$ cat config.mk
export PLATFORM = sky130hd
export DESIGN_NAME = hash_msg_sender_flat
export DESIGN_NICKNAME = d
export VERILOG_FILES = /design/src/rtl/hash_msg_sender_if.sv /design/src/rtl/hash_msg_sender.sv /design/src/flat_wrapper.sv
export SDC_FILE = /design/constraint.sdc
export NUM_CORES = 1
export LEC_CHECK = 0
export CAP_MARGIN = 20
export CORE_MARGIN = 4
export CORE_UTILIZATION = 25
export DETAILED_ROUTE_END_ITERATION = 12
export DONT_BUFFER_PORTS = 1
export PLACE_DENSITY_LB_ADDON = 0.3
export SYNTH_ARGS = -nofsm -noshare
export SYNTH_HDL_FRONTEND = slang
export SYNTH_SLANG_ARGS = --single-unit
$ cat constraint.sdc
create_clock -name clk -period 6.7 [get_ports clk]
set_input_delay 0.335 -clock clk [delete_from_list [all_inputs] [get_ports clk]]
set_output_delay 0.335 -clock clk [all_outputs]
set_load 0.005 [all_outputs]
$ cat src/rtl/hash_msg_sender_if.sv
// Signal bundle between the hash message sender and its upstream byte source,
// the hash core, and the downstream digest consumer.
interface hash_msg_sender_if #(
  parameter int LEN_W = 64
);
  logic             start;
  logic [LEN_W-1:0] msg_len;
  logic             s_valid;
  logic [7:0]       s_data;
  logic             s_ready;
  logic             M_valid;
  logic [7:0]       message;
  logic [LEN_W-1:0] counter;
  logic [31:0]      digest_in;
  logic             hash_ready;
  logic             d_valid;
  logic [31:0]      d_data;
  logic             d_ready;
  logic             busy;
  logic             timeout_err;

  modport master (
    input  start, msg_len, s_valid, s_data, digest_in, hash_ready, d_ready,
    output s_ready, M_valid, message, counter, d_valid, d_data, busy, timeout_err
  );

  modport slave (
    output start, msg_len, s_valid, s_data, digest_in, hash_ready, d_ready,
    input  s_ready, M_valid, message, counter, d_valid, d_data, busy, timeout_err
  );
endinterface

$ cat src/rtl/hash_msg_sender.sv
// Feeds a length-prefixed byte stream to the hash core one byte at a time and
// hands the resulting 32-bit digest downstream on a valid/ready port.
module hash_msg_sender #(
  parameter int LEN_W   = 64,
  parameter int TIMEOUT = 1024
) (
  input  logic               clk,
  input  logic               rst,
  hash_msg_sender_if.master  bus
);

  localparam int WAIT_W = $clog2(TIMEOUT + 1);

  typedef enum logic [2:0] {
    IDLE  = 3'd0,
    FETCH = 3'd1,
    SEND  = 3'd2,
    GAP   = 3'd3,
    WAIT  = 3'd4,
    DONE  = 3'd5
  } state_t;

  state_t            state;
  logic [LEN_W-1:0]  idx;
  logic [WAIT_W-1:0] wcnt;

  always_ff @(posedge clk) begin
    if (rst) begin
      state           <= IDLE;
      idx             <= '0;
      wcnt            <= '0;
      bus.s_ready     <= 1'b0;
      bus.M_valid     <= 1'b0;
      bus.message     <= '0;
      bus.counter     <= '0;
      bus.d_valid     <= 1'b0;
      bus.d_data      <= '0;
      bus.busy        <= 1'b0;
      bus.timeout_err <= 1'b0;
    end else begin
      case (state)
        IDLE: begin
          if (bus.start) begin
            bus.counter     <= bus.msg_len;
            idx             <= '0;
            bus.timeout_err <= 1'b0;
            bus.busy        <= 1'b1;
            // Zero-length message still needs one strobe so the core emits its empty digest
            if (bus.msg_len == '0) begin
              bus.M_valid <= 1'b1;
              state       <= SEND;
            end else begin
              bus.s_ready <= 1'b1;
              state       <= FETCH;
            end
          end
        end

        FETCH: begin
          if (bus.s_valid) begin
            bus.message <= bus.s_data;
            bus.s_ready <= 1'b0;
            bus.M_valid <= 1'b1;
            state       <= SEND;
          end
        end

        SEND: begin
          bus.M_valid <= 1'b0;
          if (bus.counter != '0) idx <= idx + LEN_W'(1);
          state <= GAP;
        end

        // hash_ready from the core lags M_valid by a cycle, so it is not trusted here
        GAP: begin
          wcnt  <= '0;
          state <= WAIT;
        end

        WAIT: begin
          if (bus.hash_ready) begin
            if (idx == bus.counter) begin
              bus.d_data  <= bus.digest_in;
              bus.d_valid <= 1'b1;
              state       <= DONE;
            end else begin
              bus.s_ready <= 1'b1;
              state       <= FETCH;
            end
          end else if (wcnt == WAIT_W'(TIMEOUT - 1)) begin
            bus.timeout_err <= 1'b1;
            bus.d_data      <= '0;
            bus.busy        <= 1'b0;
            state           <= IDLE;
          end else begin
            wcnt <= wcnt + WAIT_W'(1);
          end
        end

        DONE: begin
          if (bus.d_ready) begin
            bus.d_valid <= 1'b0;
            bus.busy    <= 1'b0;
            state       <= IDLE;
          end
        end

        default: state <= IDLE;
      endcase
    end
  end

endmodule

$ cat src/flat_wrapper.sv
// flat-port wrapper written by rule: the top's interface ports become plain ports
module hash_msg_sender_flat 
#(
  parameter int LEN_W   = 64,
  parameter int TIMEOUT = 1024
)
  (clk, rst, bus_start, bus_msg_len, bus_s_valid, bus_s_data, bus_digest_in, bus_hash_ready, bus_d_ready, bus_s_ready, bus_M_valid, bus_message, bus_counter, bus_d_valid, bus_d_data, bus_busy, bus_timeout_err);
  hash_msg_sender_if #(.LEN_W(LEN_W)) bus_i ();
  input  logic clk;
  input  logic rst;
  input wire logic [$bits(bus_i.start)-1:0] bus_start;
  input wire logic [$bits(bus_i.msg_len)-1:0] bus_msg_len;
  input wire logic [$bits(bus_i.s_valid)-1:0] bus_s_valid;
  input wire logic [$bits(bus_i.s_data)-1:0] bus_s_data;
  input wire logic [$bits(bus_i.digest_in)-1:0] bus_digest_in;
  input wire logic [$bits(bus_i.hash_ready)-1:0] bus_hash_ready;
  input wire logic [$bits(bus_i.d_ready)-1:0] bus_d_ready;
  output wire logic [$bits(bus_i.s_ready)-1:0] bus_s_ready;
  output wire logic [$bits(bus_i.M_valid)-1:0] bus_M_valid;
  output wire logic [$bits(bus_i.message)-1:0] bus_message;
  output wire logic [$bits(bus_i.counter)-1:0] bus_counter;
  output wire logic [$bits(bus_i.d_valid)-1:0] bus_d_valid;
  output wire logic [$bits(bus_i.d_data)-1:0] bus_d_data;
  output wire logic [$bits(bus_i.busy)-1:0] bus_busy;
  output wire logic [$bits(bus_i.timeout_err)-1:0] bus_timeout_err;
  assign bus_i.start = bus_start;
  assign bus_i.msg_len = bus_msg_len;
  assign bus_i.s_valid = bus_s_valid;
  assign bus_i.s_data = bus_s_data;
  assign bus_i.digest_in = bus_digest_in;
  assign bus_i.hash_ready = bus_hash_ready;
  assign bus_i.d_ready = bus_d_ready;
  assign bus_s_ready = bus_i.s_ready;
  assign bus_M_valid = bus_i.M_valid;
  assign bus_message = bus_i.message;
  assign bus_counter = bus_i.counter;
  assign bus_d_valid = bus_i.d_valid;
  assign bus_d_data = bus_i.d_data;
  assign bus_busy = bus_i.busy;
  assign bus_timeout_err = bus_i.timeout_err;
  hash_msg_sender #(.LEN_W(LEN_W), .TIMEOUT(TIMEOUT)) u_core (.clk(clk), .rst(rst), .bus(bus_i));
endmodule
-- Word level (Yosys, flattened, before mapping)
Index checks and enable logic that the tools add are counted.
- equality and inequality tests: 21
- bitwise gates (word level): 0
- magnitude comparators: 0
- multiply operators: 0
- reductions and logical operators: 22
- divide/modulo/power cells: 0
- muxes and demuxes: 39
- $add $sub $neg: 2
- shift operators: 0
- operators with widths (operator ; count):
    $mux 64 ; 2
    $pmux 64 s2 ; 1
    $mux 32 ; 3
    $add 64x1->64 const B ; 1
    $eq 64x64->1 ; 1
    $logic_not 64->1 ; 1
    $reduce_bool 64->1 ; 1
    $mux 11 ; 2
    $pmux 11 s2 ; 1
    $mux 3 ; 6
    $pmux 3 s6 ; 1
    $mux 1 ; 17
    $ne 2x2->1 const B ; 8
    $reduce_and 4->1 ; 4
    $add 11x1->11 const B ; 1
    $eq 11x10->1 const B ; 1
    $ne 2x1->1 const B ; 5
    $reduce_bool 2->1 ; 5
    $pmux 1 s3 ; 3
    $reduce_and 3->1 ; 3
    $reduce_bool 3->1 ; 3
    $eq 3x2->1 const B ; 2
    $eq 3x3->1 const B ; 2
    $reduce_and 6->1 ; 1
    7 further kinds ; 9
- input port bits: 110
- memory bits (read-only): 0
- output and inout port bits: 109
- memories: 0
- bits in latches: 0
- logic and storage cells: 95
- flip-flop bits (word level): 187
- bits in writable memories: 0

-- Longest topological paths before layout
- word-level depth: 4
- mapped depth: 9
- depth with buffers taken out: 7

-- Worst setup path after synthesis
OpenSTA, ideal clock, no wires.
- path type: register to register
- start: register u_core.bus.counter[34]
- end: register u_core.idx[47]
- period minus slack after synthesis: 2128 ps
- setup slack: 4572 ps
- arrival: 2058 ps
- required time: 6630 ps
- stages on the path, launching flop included: 10
- library setup time: 70 ps
- path buffers: 3
- cells stage by stage: dfxtp_1 -> nor4_1 -> nand4_1 -> or4_4 -> a21oi_4 -> buf_6 -> buf_6 -> buf_6 -> o31ai_1 -> a21oi_1
- word-level cells in the longest chain between the ends: 3
- ends and longest elaborated chain (element ; RTL line ; text):
    start: declaration ; hash_msg_sender_if.sv:24 ; output s_ready, M_valid, message, counter, d_valid, d_data, busy, timeout_err
    start signal: assignment ; hash_msg_sender.sv:44 ; bus.counter <= bus.msg_len;
    $reduce_bool 64->1 ; hash_msg_sender.sv:70 ; if (bus.counter != '0) idx <= idx + LEN_W'(1);
    $ne 2x1->1 (no source line) ; -- ;
    $reduce_and 3->1 (no source line) ; -- ;
    end signal: assignment ; hash_msg_sender.sv:70 ;
    end: declaration ; hash_msg_sender.sv:24 ; logic [LEN_W-1:0] idx;
Every way passes these cells.
A chain may end at the register's enable or synchronous reset.

-- Final worst setup path
- start: register u_core.state[0]
- end: register u_core.idx[61]
- word-level cells in the longest chain between the ends: 3
- elaborated cells on any way between the ends: 7
- those cells by class: 3 x eq/ne; 1 x mux; 3 x reduce/logical
- ends and longest elaborated chain (element ; RTL line ; text):
    start: declaration ; hash_msg_sender.sv:23 ; state_t state;
    start signal: assignment ; hash_msg_sender.sv:29 ; state <= IDLE;
    start signal: assignment ; hash_msg_sender.sv:51 ; state <= SEND;
    start signal: assignment ; hash_msg_sender.sv:54 ; state <= FETCH;
    $eq 3x2->1 / $logic_not 3->1 (equally long branches) ; hash_msg_sender.sv:41 ; case (state)
    $ne 2x1->1 (no source line) (tied with other cells) ; -- ;
    $reduce_and 3->1 (no source line) ; -- ;
Parallel ways exist; a longest one is shown, timed or not.

==> results.py <==
metrics = {
    "place": {
        "placedCellCount": 1527,
        "hpwl_um": 23800,
        "pre_cts_ws_ps": 3110,
        "dpl_cell_area_um2": 9370,
        "port_buffers": 0,
        "place_congestion": 0.883,
    },
    "worst_hold_path": {
        "hp-class": "input port to register",
    },
    "sta": {
        "setup_violations": 0,
        "hold_viol": 0,
        "setup_tns_ps": 0,
        "slew_viol_final": 0,
        "max_freq_ghz": 0.285,
        "fin_crit_ps": 3510,
        "finalWorstSetupSlack_ps": 3190,
        "relSlewSlack_pct": 29.2,
        "rsz0062_at_grt": "false",
        "post-route-period-util_pct": 52.4,
        "clock_skew_ps": 13.2,
        "tightest_slew_ps": 1050,
        "fin_hold_ws_ps": 21.4,
    },
    "logic_synthesis": {
        "ys_seq_area_share_pct": 41.6,
        "synth.distinct_cells": 48,
        "synthArstFlopShare_pct": 0,
        "yosysWarnings": 0,
        "synth_area_um2": 9000,
        "yosys_register_bits": 187,
        "syn_avg_cell_area_um2": 7.99,
        "synth_ff_type": "dfxtp_1",
        "synthCells": 1127,
        "syn-num-nets": 1239,
        "synth_edf_count": 0,
    },
    "cells_and_area": {
        "drive_gt1_share_pct": 5.18,
        "nets": 1199,
        "multi_input_area_um2": 4930,
        "stdcell_area_um2": 10000,
        "area_delta_synth_final_pct": 11.4,
        "nFillCells": 3877,
        "finalCoreUtilization_pct": 28.2,
        "regArea_um2": 3740,
        "stdcell_count": 1563,
    },
    "critical_path": {
        "crit_path_end_kind": "register",
        "reg2reg_slack_ps": 3190,
        "path_max_fanout": 70,
        "startpoint_type": "register",
        "crit_required_ps": 7070,
        "crit_type": "register to register",
        "crit_arrival_ps": 3880,
    },
    "clock_network": {
        "clk_path_buf_depth": 2,
        "cts_resized": 0,
        "cts_tree": "done",
        "cts_setup_buffers": 0,
        "cts_buffers": 17,
        "htree_levels": 4,
        "clk_pin_slew_worst_paths_ps": 80,
        "cts_hold_buf": 1,
        "cts-root-buf": "clkbuf_16",
        "clock-sinks": 187,
        "clk_latency_ps": 440,
    },
    "pwr": {
        "leakagePower_nw": 3.06,
        "power.density_nw_per_um2": 305,
        "peakVddDrop_mv": 0.176,
        "power_mw": 3.06,
    },
    "detailed_routing": {
        "dr.pass1.iters": 5,
        "wl_per_cell_um": 20.6,
        "vias": 8335,
        "routed_via_density": 5.33,
        "final_antenna_net_count": 0,
        "routed_wl_um": 32200,
        "drc": 0,
        "drt_iter0_markers": 645,
    },
    "floorplanning": {
        "rows": 69,
        "initial_utilization_pct": 25.3,
        "dieArea_um2": 39100,
        "die_width_um": 198,
        "die_y_um": 198,
        "io_pins": 219,
        "core_area_um2": 35600,
    },
    "global_routing": {
        "grt_first_pass_wirelength_um": 48500,
        "grt_start_max_net_pins": 80,
        "grt_usage_pct": 16.0,
        "grt_overflow_total": 0,
        "grt_pass1_vias": 7865,
        "antenna_found_initial": 2,
    },
    "flow_run": {
        "cap_violations": 0,
    },
    "status": {
        "outcome": "completed",
    },
}
-- power breakdown --
group | switching [mW] | internal [mW] | leakage (nW)
combinational | 0.429 | 0.187 | 1.25
sequential | 0.188 | 1.20 | 1.52
clock | 0.483 | 0.572 | 0.290
-- final timing paths --
kind / from / to / cells after the start
max reg2reg: u_core.state[0] / u_core.idx[61] / 7
max: u_core.state[0] / u_core.idx[61] / 7
min: bus_msg_len[10] / u_core.bus.counter[10] / 2
min reg2reg: u_core.bus.d_data[0] / u_core.bus.d_data[0] / 2
-- synth_stat cells (all sizes together) (11+ instances only) --
cell	count	area (µm²)
or3	43	269
o31ai	27	203
or4	28	214
a21oi	142	722
dfxtp	187	3740
buf	22	136
xor2	23	201
nor3	11	65.1
nor4	46	300
clkbuf	49	184
nand4	57	357
o21ai	41	205
and3	15	93.8
nand3	34	170
mux2i	32	320
nor2	32	120
nand2	240	901
xnor2	49	429
-- sequential cells by signal, summed over array words and instances (netlist names) --
register / count
u_core.bus.counter: 64
u_core.bus.d_valid: 1
u_core.idx: 64
u_core.wcnt: 11
u_core.state: 3
u_core.bus.busy: 1
u_core.bus.message: 8
u_core.bus.timeout_err: 1
u_core.bus.d_data: 32
u_core.bus.M_valid: 1
u_core.bus.s_ready: 1
-- routing by layer --
layer | GRT usage (%) | part of all wire [%] | vias up
li1 | - | - | 3993
met1 | 19.4 | 40 | 3994
met2 | 26.5 | 48 | 299
met3 | 4.59 | 7.6 | 47
met4 | 6.91 | 3.8 | 2
met5 | 0 | 0.040 | -
-- worst max-delay path: stages (launching register included) --
cell,delay (ps)
dfxtp_1,480
nor4b_2,790
buf_4,670
a21oi_4,140
buf_12,220
buf_4,330
or4_1,570
a21oi_1,160
-- layout make-up --
| class | count | area share [%] |
|---|---|---|
| Timing Repair Buffer | 12 | 1.42 |
| Inverter | 6 | 0.225 |
| Multi-Input combinational cell | 863 | 49.2 |
| Clock buffer | 19 | 4.42 |
| Sequential cell | 187 | 37.3 |
| Antenna cell | 2 | 0.0499 |
| Clock inverter | 13 | 1.57 |
| Tap cell | 461 | 5.75 |
-- cells by family (layout without fill, tap and decap cells) --
family / count (synthesis) / after routing / share of synthesized area (%)
muxes: 32 / 32 / 3.56
other: 0 / 2 / 0
adders and majority gates: 2 / 2 / 0.278
and+or+nand+nor: 534 / 534 / 30.0
buffers and inverters: 77 / 50 / 3.81
DFF: 187 / 187 / 41.6
xor gates and xnor gates: 72 / 72 / 7.01
AOI/OAI and AO/OA: 223 / 223 / 13.8
-- cells in the final DEF (no fill, tap or decap), types with 5 or more instances in the layout --
cell,Yosys,routed
inv_1,6,6
nand2b_1,5,5
o31ai_1,27,27
nor4_1,44,44
and4_1,8,8
nor3_1,9,9
nand3_1,34,34
dfxtp_1,187,187
a21oi_1,141,141
nand4_1,57,57
and3_1,15,15
o21ai_1,7,7
xor2_1,23,23
buf_4,0,9
o21ai_0,34,34
or3_1,43,43
or4_1,27,27
mux2i_1,32,32
nand2_1,240,239
xnor2_1,49,49
and2_1,5,5
nor2_1,32,31
clkbuf_16,0,17
Power figures use the tool's default switching activity.
